## config.mk

```make
export PLATFORM = sky130hd
export DESIGN_NAME = scpad_dram_req_gen_flat
export DESIGN_NICKNAME = d
export VERILOG_FILES = /design/src/rtl/scpad_dram_req_gen_if.sv /design/src/rtl/scpad_dram_req_gen.sv /design/src/flat_wrapper.sv
export SDC_FILE = /design/constraint.sdc
export NUM_CORES = 1
export LEC_CHECK = 0
export ABC_AREA = 0
export CORE_AREA = 5 5 153 155
export CTS_CLUSTER_DIAMETER = 120
export DETAILED_ROUTE_END_ITERATION = 8
export DIE_AREA = 0 0 158 160
export PLACE_DENSITY = 0.81
export RECOVER_POWER = 50
export SLEW_MARGIN = 15
export SYNTH_ARGS = -nofsm -noshare
export SYNTH_HDL_FRONTEND = slang
export SYNTH_SLANG_ARGS = --single-unit
```

## constraint.sdc

```tcl
create_clock -name CLK -period 4.43 [get_ports CLK]
set_input_delay 1.1075 -clock CLK [delete_from_list [all_inputs] [get_ports CLK]]
set_output_delay 1.1075 -clock CLK [all_outputs]
set_load 0.02 [all_outputs]
```

## src/rtl/scpad_dram_req_gen_if.sv

```systemverilog
// Handshake and data bundle for the scratchpad-to-DRAM request generator:
// backend transaction request, scratchpad read port and the DRAM sub-request queue.
interface scpad_dram_req_gen_if #(
   parameter int DRAM_ADDR_W = 32,
   parameter int SRAM_ADDR_W = 16
);
   // backend transaction
   logic                   req_valid;
   logic                   req_ready;
   logic                   req_write;
   logic [7:0]             req_id;
   logic [DRAM_ADDR_W-1:0] req_dram_addr;
   logic [SRAM_ADDR_W-1:0] req_sram_addr;
   logic [7:0]             req_total_bytes;
   // scratchpad read port
   logic                   sram_ren;
   logic [SRAM_ADDR_W-1:0] sram_raddr;
   logic                   sram_rvalid;
   logic [127:0]           sram_rdata;
   // DRAM request queue
   logic                   q_valid;
   logic                   q_write;
   logic [7:0]             q_id;
   logic [2:0]             q_sub_id;
   logic [3:0]             q_num_request;
   logic [4:0]             q_num_bytes;
   logic [DRAM_ADDR_W-1:0] q_dram_addr;
   logic [127:0]           q_wdata;
   logic                   queue_full;
   // status pulses
   logic                   done;
   logic                   err;

   // generator side
   modport slave (
      input  req_valid, req_write, req_id, req_dram_addr, req_sram_addr, req_total_bytes,
      output req_ready,
      output sram_ren, sram_raddr,
      input  sram_rvalid, sram_rdata,
      output q_valid, q_write, q_id, q_sub_id, q_num_request, q_num_bytes, q_dram_addr, q_wdata,
      input  queue_full,
      output done, err
   );

   // backend / memory / queue side
   modport master (
      output req_valid, req_write, req_id, req_dram_addr, req_sram_addr, req_total_bytes,
      input  req_ready,
      input  sram_ren, sram_raddr,
      output sram_rvalid, sram_rdata,
      input  q_valid, q_write, q_id, q_sub_id, q_num_request, q_num_bytes, q_dram_addr, q_wdata,
      output queue_full,
      input  done, err
   );
endinterface

```

## src/rtl/scpad_dram_req_gen.sv

```systemverilog
// Splits one backend transaction into 16-byte DRAM sub-requests. Writes fetch
// each beat from the scratchpad before issuing it; reads issue back to back.
module scpad_dram_req_gen #(
   parameter int DRAM_ADDR_W = 32,
   parameter int SRAM_ADDR_W = 16,
   parameter int CHUNK_BYTES = 16,
   parameter int MAX_SUBREQ  = 8
) (
   input  logic                 CLK,
   input  logic                 nRST,
   scpad_dram_req_gen_if.slave  bus
);
   typedef enum logic [1:0] {IDLE, SRAM_RD, WAIT_SRAM, ISSUE} state_t;

   localparam logic [8:0]             MAX_BYTES = 9'(MAX_SUBREQ * CHUNK_BYTES);
   localparam logic [DRAM_ADDR_W-1:0] DRAM_STEP = DRAM_ADDR_W'(CHUNK_BYTES);

   state_t                 state, state_nxt;
   logic                   wr_q;
   logic [7:0]             id_q;
   logic [7:0]             total_q;
   logic [DRAM_ADDR_W-1:0] dram_q;
   logic [SRAM_ADDR_W-1:0] sram_q;
   logic [3:0]             nreq_q;
   logic [2:0]             sub_q;
   logic [127:0]           wdata_q;
   logic                   done_q, err_q;

   logic                   accept, req_bad, beat_ok, last_beat;
   logic [3:0]             nreq_calc;
   logic [4:0]             last_bytes;

   assign accept     = bus.req_valid && (state == IDLE);
   assign req_bad    = (bus.req_total_bytes == 8'd0) || ({1'b0, bus.req_total_bytes} > MAX_BYTES);
   assign nreq_calc  = 4'(({1'b0, bus.req_total_bytes} + 9'd15) >> 4);
   assign beat_ok    = (state == ISSUE) && !bus.queue_full;
   assign last_beat  = ({1'b0, sub_q} == (nreq_q - 4'd1));
   // bytes left for the final beat always lands in 1..16
   assign last_bytes = 5'(total_q - {1'b0, sub_q, 4'b0000});

   // state register
   always_ff @(posedge CLK) begin
      if (!nRST) state <= IDLE;
      else       state <= state_nxt;
   end

   // next-state: writes loop through the scratchpad read per beat, reads stay in ISSUE
   always_comb begin
      state_nxt = state;
      case (state)
         IDLE:      if (accept && !req_bad) state_nxt = bus.req_write ? SRAM_RD : ISSUE;
         SRAM_RD:   state_nxt = WAIT_SRAM;
         WAIT_SRAM: if (bus.sram_rvalid) state_nxt = ISSUE;
         ISSUE:     if (beat_ok) state_nxt = last_beat ? IDLE : (wr_q ? SRAM_RD : ISSUE);
         default:   state_nxt = IDLE;
      endcase
   end

   // transaction context, per-beat address walk and status pulses
   always_ff @(posedge CLK) begin
      if (!nRST) begin
         wr_q    <= 1'b0;
         id_q    <= '0;
         total_q <= '0;
         dram_q  <= '0;
         sram_q  <= '0;
         nreq_q  <= '0;
         sub_q   <= '0;
         wdata_q <= '0;
         done_q  <= 1'b0;
         err_q   <= 1'b0;
      end else begin
         done_q <= beat_ok && last_beat;
         err_q  <= accept && req_bad;
         if (accept) begin
            wr_q    <= bus.req_write;
            id_q    <= bus.req_id;
            total_q <= bus.req_total_bytes;
            dram_q  <= bus.req_dram_addr;
            sram_q  <= bus.req_sram_addr;
            nreq_q  <= nreq_calc;
            sub_q   <= '0;
            wdata_q <= '0;
         end
         if ((state == WAIT_SRAM) && bus.sram_rvalid) wdata_q <= bus.sram_rdata;
         if (beat_ok) begin
            sub_q  <= sub_q + 3'd1;
            dram_q <= dram_q + DRAM_STEP;
            sram_q <= sram_q + 1'b1;
         end
      end
   end

   // outputs are zeroed outside their active state so idle/reset shows all-zero fields
   assign bus.req_ready     = (state == IDLE);
   assign bus.sram_ren      = (state == SRAM_RD);
   assign bus.sram_raddr    = bus.sram_ren ? sram_q : '0;
   assign bus.q_valid       = (state == ISSUE);
   assign bus.q_write       = bus.q_valid && wr_q;
   assign bus.q_id          = bus.q_valid ? id_q : '0;
   assign bus.q_sub_id      = bus.q_valid ? sub_q : '0;
   assign bus.q_num_request = bus.q_valid ? nreq_q : '0;
   assign bus.q_num_bytes   = !bus.q_valid ? 5'd0 : (last_beat ? last_bytes : 5'd16);
   assign bus.q_dram_addr   = bus.q_valid ? dram_q : '0;
   assign bus.q_wdata       = (bus.q_valid && wr_q) ? wdata_q : '0;
   assign bus.done          = done_q;
   assign bus.err           = err_q;
endmodule

```

## src/flat_wrapper.sv

```systemverilog
// flat-port wrapper written by rule: the top's interface ports become plain ports
module scpad_dram_req_gen_flat 
#(
   parameter int DRAM_ADDR_W = 32,
   parameter int SRAM_ADDR_W = 16,
   parameter int CHUNK_BYTES = 16,
   parameter int MAX_SUBREQ  = 8
)
  (CLK, nRST, bus_req_valid, bus_req_write, bus_req_id, bus_req_dram_addr, bus_req_sram_addr, bus_req_total_bytes, bus_req_ready, bus_sram_ren, bus_sram_raddr, bus_sram_rvalid, bus_sram_rdata, bus_q_valid, bus_q_write, bus_q_id, bus_q_sub_id, bus_q_num_request, bus_q_num_bytes, bus_q_dram_addr, bus_q_wdata, bus_queue_full, bus_done, bus_err);
  scpad_dram_req_gen_if #(.DRAM_ADDR_W(DRAM_ADDR_W), .SRAM_ADDR_W(SRAM_ADDR_W)) bus_i ();
  input  logic CLK;
  input  logic nRST;
  input wire logic [$bits(bus_i.req_valid)-1:0] bus_req_valid;
  input wire logic [$bits(bus_i.req_write)-1:0] bus_req_write;
  input wire logic [$bits(bus_i.req_id)-1:0] bus_req_id;
  input wire logic [$bits(bus_i.req_dram_addr)-1:0] bus_req_dram_addr;
  input wire logic [$bits(bus_i.req_sram_addr)-1:0] bus_req_sram_addr;
  input wire logic [$bits(bus_i.req_total_bytes)-1:0] bus_req_total_bytes;
  output wire logic [$bits(bus_i.req_ready)-1:0] bus_req_ready;
  output wire logic [$bits(bus_i.sram_ren)-1:0] bus_sram_ren;
  output wire logic [$bits(bus_i.sram_raddr)-1:0] bus_sram_raddr;
  input wire logic [$bits(bus_i.sram_rvalid)-1:0] bus_sram_rvalid;
  input wire logic [$bits(bus_i.sram_rdata)-1:0] bus_sram_rdata;
  output wire logic [$bits(bus_i.q_valid)-1:0] bus_q_valid;
  output wire logic [$bits(bus_i.q_write)-1:0] bus_q_write;
  output wire logic [$bits(bus_i.q_id)-1:0] bus_q_id;
  output wire logic [$bits(bus_i.q_sub_id)-1:0] bus_q_sub_id;
  output wire logic [$bits(bus_i.q_num_request)-1:0] bus_q_num_request;
  output wire logic [$bits(bus_i.q_num_bytes)-1:0] bus_q_num_bytes;
  output wire logic [$bits(bus_i.q_dram_addr)-1:0] bus_q_dram_addr;
  output wire logic [$bits(bus_i.q_wdata)-1:0] bus_q_wdata;
  input wire logic [$bits(bus_i.queue_full)-1:0] bus_queue_full;
  output wire logic [$bits(bus_i.done)-1:0] bus_done;
  output wire logic [$bits(bus_i.err)-1:0] bus_err;
  assign bus_i.req_valid = bus_req_valid;
  assign bus_i.req_write = bus_req_write;
  assign bus_i.req_id = bus_req_id;
  assign bus_i.req_dram_addr = bus_req_dram_addr;
  assign bus_i.req_sram_addr = bus_req_sram_addr;
  assign bus_i.req_total_bytes = bus_req_total_bytes;
  assign bus_req_ready = bus_i.req_ready;
  assign bus_sram_ren = bus_i.sram_ren;
  assign bus_sram_raddr = bus_i.sram_raddr;
  assign bus_i.sram_rvalid = bus_sram_rvalid;
  assign bus_i.sram_rdata = bus_sram_rdata;
  assign bus_q_valid = bus_i.q_valid;
  assign bus_q_write = bus_i.q_write;
  assign bus_q_id = bus_i.q_id;
  assign bus_q_sub_id = bus_i.q_sub_id;
  assign bus_q_num_request = bus_i.q_num_request;
  assign bus_q_num_bytes = bus_i.q_num_bytes;
  assign bus_q_dram_addr = bus_i.q_dram_addr;
  assign bus_q_wdata = bus_i.q_wdata;
  assign bus_i.queue_full = bus_queue_full;
  assign bus_done = bus_i.done;
  assign bus_err = bus_i.err;
  scpad_dram_req_gen #(.DRAM_ADDR_W(DRAM_ADDR_W), .SRAM_ADDR_W(SRAM_ADDR_W), .CHUNK_BYTES(CHUNK_BYTES), .MAX_SUBREQ(MAX_SUBREQ)) u_core (.CLK(CLK), .nRST(nRST), .bus(bus_i));
endmodule
```

Yosys cells after proc, flatten, opt, wreduce, memory -nomap -nowiden. Index checks and enable logic that the tools add are counted.

$add $sub $neg: 6. Magnitude comparators: 1. Equality and inequality tests: 7. Mux-type cells: 23. Reduce and logical (&&, ||, !) cells: 15.

Operators with widths (count): $mux W128 (3); $mux W32 (3); $mux W16 (3); $add A32 B5 Y32 const B (1); $add A16 B1 Y16 const B (1); $mux W2 (6); $mux W5 (2); $mux W3 (3); $add A8 B4 Y8 const B (1); $gt A8 B8 Y1 const B (1); $logic_not A8 Y1 (1); $mux W8 (1); $pmux W2 S4 (1); $logic_and A1 B1 Y1 (7); $sub A5 B5 Y5 (1); $eq A2 B2 Y1 const B (2); $eq A3 B4 Y1 (1); $mux W4 (1); $ne A2 B2 Y1 const B (2); $reduce_bool A2 Y1 (2); $sub A4 B1 Y4 const B (1); $add A3 B1 Y3 const B (1); $reduce_and A3 Y1 (1); $eq A2 B1 Y1 const B (1); other kinds (4) (5).

Bits in registers: 201. Input port bits: 198. Output and inout port bits: 202. Logic and storage cells: 63.

Longest topological paths before layout. Gate-level depths: netlist of run 1.

Word-level depth: 6. Mapped depth: 8. Gate-level depth less buffers: 7.

Worst setup path after synthesis of run 1. Ideal clock, no wire load.

Path kind: reg2out. From: register u_core.nreq_q[0]. To: output port bus_q_num_bytes[0]. Data arrival time: 1.884 ns. Required time: 3.323 ns. Path slack: 1.438 ns. Cell stages (with the launch flop): 7. Path through: dfxtp_1 inv_1 ha_1 xor2_1 or4_1 a311oi_2 and2_1.

Word-level cells in the longest chain between the ends: 4.

RTL lines: from (decl) (line scpad_dram_req_gen.sv:24) `logic [3:0] nreq_q;`; from (signal assigned) (line scpad_dram_req_gen.sv:81) `nreq_q <= nreq_calc;`; $sub A4 B1 Y4 (line scpad_dram_req_gen.sv:37) `assign last_beat = ({1'b0, sub_q} == (nreq_q - 4'd1));`; $eq A3 B4 Y1 (line scpad_dram_req_gen.sv:37); $mux W5 (2 in a row) (line scpad_dram_req_gen.sv:103) `assign bus.q_num_bytes = !bus.q_valid ? 5'd0 : (last_beat ? last_bytes : 5'd16);`; to (decl) (line flat_wrapper.sv:29) `output wire logic [$bits(bus_i.q_num_bytes)-1:0] bus_q_num_bytes;`.

No other way between the ends.

Worst setup path after layout of run 1. Same ends and word-level chain as after synthesis.

==> results of run 1 <==
[cells by family (layout without fill, tap and decap cells)]
group	count (synthesis)	count (layout)	synth area share
AND/OR/NAND/NOR	536	536	0.295
AO/OA/AOI/OAI	259	259	0.191
flip-flops	201	201	0.434
buffers and inverters	111	472	0.0529
XOR/XNOR	15	15	0.0142
multiplexers	6	6	0.00702
adder cells (fa/ha/maj)	4	4	0.00540
other	0	6	0
[worst register-to-register path, cell delays in order (launching register included)]
cell      delay (ps)
dfxtp_1          320
buf_4            410
and2_4           260
clkbuf_2        1900
a22oi_1          520
nor2_1           230
[state kept, by name (all words and copies together), names as in the netlist, 2 cells and up]
name            cells
u_core.nreq_q       4
u_core.id_q         8
u_core.sram_q      16
u_core.total_q      5
u_core.wdata_q    128
u_core.state        2
u_core.dram_q      32
u_core.sub_q        3
[through the flow]
stage | cell area (sq um) | worst slack, ps | hold WS [ps] | util | cells
final | 14100 | 188 | 451 | 0.651 | 1779
after global placement | 13400 | 786 | 434 | 0.618 | 1732
after floorplan | 9270 | 1440 | 427 | - | 1132
after CTS | 14100 | 145 | 448 | 0.652 | 1773
after global routing | 14100 | 15.0 | 468 | 0.651 | 1779
after detailed placement | 13400 | 696 | 440 | 0.618 | 1732
[where the power goes]
part	leakage (nW)	internal (mW)	total, mW	switching, mW
Combinational	3.29	0.343	0.734	0.391
Sequential	1.64	1.92	2.01	0.0902
Clock	0.375	1.09	1.85	0.761
Total	5.30	3.35	4.60	1.24
[worst max-delay path by stage]
stage                              end  cells after the start
finish              bus_q_num_bytes[0]                      7
CTS                 bus_q_num_bytes[0]                      7
global route        bus_q_num_bytes[0]                      7
global placement    bus_q_num_bytes[0]                      7
detailed placement  bus_q_num_bytes[0]                      7
floorplan           bus_q_num_bytes[0]                      6
[cell usage in the layout (no fill, tap or decap), drive strengths merged, types with 10 or more instances in the layout]
master	instances
dfxtp	201
and2	150
a22oi	137
clkdlybuf4s50	394
nand4	14
o21ai	20
buf	13
nand3	24
nand2	83
inv	14
a31oi	11
a21oi	54
nor2	167
clkinv	10
xor2	13
nor3	19
and3	52
clkbuf	35
[cells in the mapped netlist (all sizes together) (5+ instances only)]
library cell	instances
a21oi	54
a221oi	6
a22oi	137
a31oi	11
and2	150
and3	52
buf	33
clkbuf	62
dfxtp	201
inv	14
nand2	83
nand3	24
nand4	14
nor2	167
nor3	19
nor4	8
o211ai	7
o21ai	20
o22ai	5
xor2	13
[per-layer routing]
| layer | wire length, um | share of wire | global-route usage | up-vias |
|---|---|---|---|---|
| li1 | - | - | - | 4677 |
| met1 | 13300 | 0.39 | 0.310 | 4598 |
| met2 | 16300 | 0.48 | 0.416 | 404 |
| met3 | 2870 | 0.085 | 0.0663 | 73 |
| met4 | 1290 | 0.038 | 0.0965 | 2 |
| met5 | 11 | 0.00033 | 0 | - |
[area by class of cell]
class | instances | share of cell area
Multi-Input combinational cell | 820 | 0.337
Inverter | 14 | 0.00408
Timing Repair Buffer | 417 | 0.296
Clock buffer | 30 | 0.0462
Antenna cell | 6 | 0.00106
Tap cell | 280 | 0.0248
Clock inverter | 11 | 0.00594
Sequential cell | 201 | 0.285
==> results.md, run 1 <==
* Outcome: finished, violations left
* Failing checks: capacitance limit, slew limit
* WP buf/inv at 2
* Setup TNS at 0 ps
* Min Tclk post-route at between 4000 and 5000 ps
* Io pins at 400
* CTS sink cnt at roughly 200
* Setup Viol. Count Final at 0
* CP Launch Type: register
* PD cells at 326 nW/um^2
* Fillcell total at 1,804
* Clock Latency Late Sink at 500 ps
* Syn-to-layout area delta at 52.2%
* Cell count after synthesis at approximately 1.1k
* Share of layout cells above drive strength 1 at 0.0462
* Pwr Total at 4.60 mW
* DRC Markers at 0
* DRT Pass-1 Iters at 5
* Yosys Warn Count at 0
* Wire per inst at ~19 um
* Critical R2R Capture: u_core.wdata_q[71]$_SDFFE_PN0P_
* CP peak stage delay at approximately 630 ps
* Final ANT Viol Nets at 0
* Synthesized Nets at approximately 1.3k
* Largest net degree at the start of global routing at about 130
* CP delay by family, top: simple AND/OR/NAND/NOR gates
* Maximum vdd drop at about 280 uV
* Avg Cell Area, Syn at roughly 8.2 sq um
* Vias/cell at around 5.5
* Port bufs at around 400
* Clock root buffer: clkbuf_16
* Ys async rst share at 0
* Number of max-slew violations in the final report at approximately 220
* R2R Setup Slk at 720 ps
* Nets at ~1.7k
* Yosys top cell area share at 0.434
* Initial antenna violation count at 7
* Reg clk slew, reported paths at approximately 60 ps
* Max Cap Viol at 3
* #FFs+latches synth at 201
* Vias at between 9k and 10k
* Max Clk Rate at between 200 and 250 MHz
* Synth Cell Area at approximately 9300 sq um
* Total wire length at about 34 mm
* Initial Utilization at 0.427
* RD Place Congestion at about 0.91
* Part of the cycle the worst path needs at 0.958
* Die Height at around 160 um
* Worst EP required at ~3300 ps
* Grt total ovfl at 0
* Tightest Pin Transition at roughly 2800 ps
* WHS Endpoint: u_core.dram_q[3]$_SDFFE_PN0P_
* Reg area at slightly above 4000 sq um
* Num CTS Buffers at 23
* CP max-delay cell: clkdlybuf4s50_1
* First-pass GRT wire length at ~52 mm
* Reg-to-Reg Start: u_core.state[1]$_SDFFE_PN0P_
* DIE AREA at ~25,000 sq um
* Crit path DAT at around 3100 ps
* Drt initial violations at about 800
* HPWL after DPL at ~24 mm
* Layout Skew at around 8.3 ps
* Register area share after synthesis at 0.434
* Area leader, netlist: dfxtp_1
* Rows at between 50 and 60
* Origin of the worst setup path: u_core.nreq_q[0]$_SDFFE_PN0P_
* Largest cells by area after synthesis: dfxtp_1 (43%), a22oi_1 (11%), and2_1 (10%)
* Hold_buf cts at 0
* H-tree Lvls at 1
* Core area at between 20,000 and 25,000 sq um
* CTS tree: done
* Number of global-route vias before repair at ~9.4k
* Crit end category: primary output
* Netlist cell types at between 50 and 60
* Gr usage total at 0.251
* Deepest clock path buffer count at 3
* Main synth FF type: dfxtp_1
* Leakage at 5.30 nW
* CP max FO at 5
* Cells along the critical path: inv_1, ha_1, xor2_1, or4_1, a311oi_2, and2_1, clkdlybuf4s50_1
* Multi-input logic area at 4750 sq um
* Hold path startpoint: u_core.dram_q[3]$_SDFFE_PN0P_
* Resized Gates After CTS at 0
* Kind of critical path: reg2out
* RSZ-0062 raised after global routing: no
* Cells on worst reg2reg path at 5
* Die Wd at around 160 um
* Slew margin rel. at -0.876
* Buffer count from post-CTS setup fixing at 0
* WHS Path Cells at 2
* Fin. Hold Viols at 0
* EDFF count, synth at 0
* Class of the worst hold path: reg2reg
Power figures use the tool's default switching activity.
==> run 2: changes to the inputs <==
Settings changed: SLEW_MARGIN 15 to default.
==> results of run 2 <==
Final layout, timing and power as in run 1 (identical DEF).
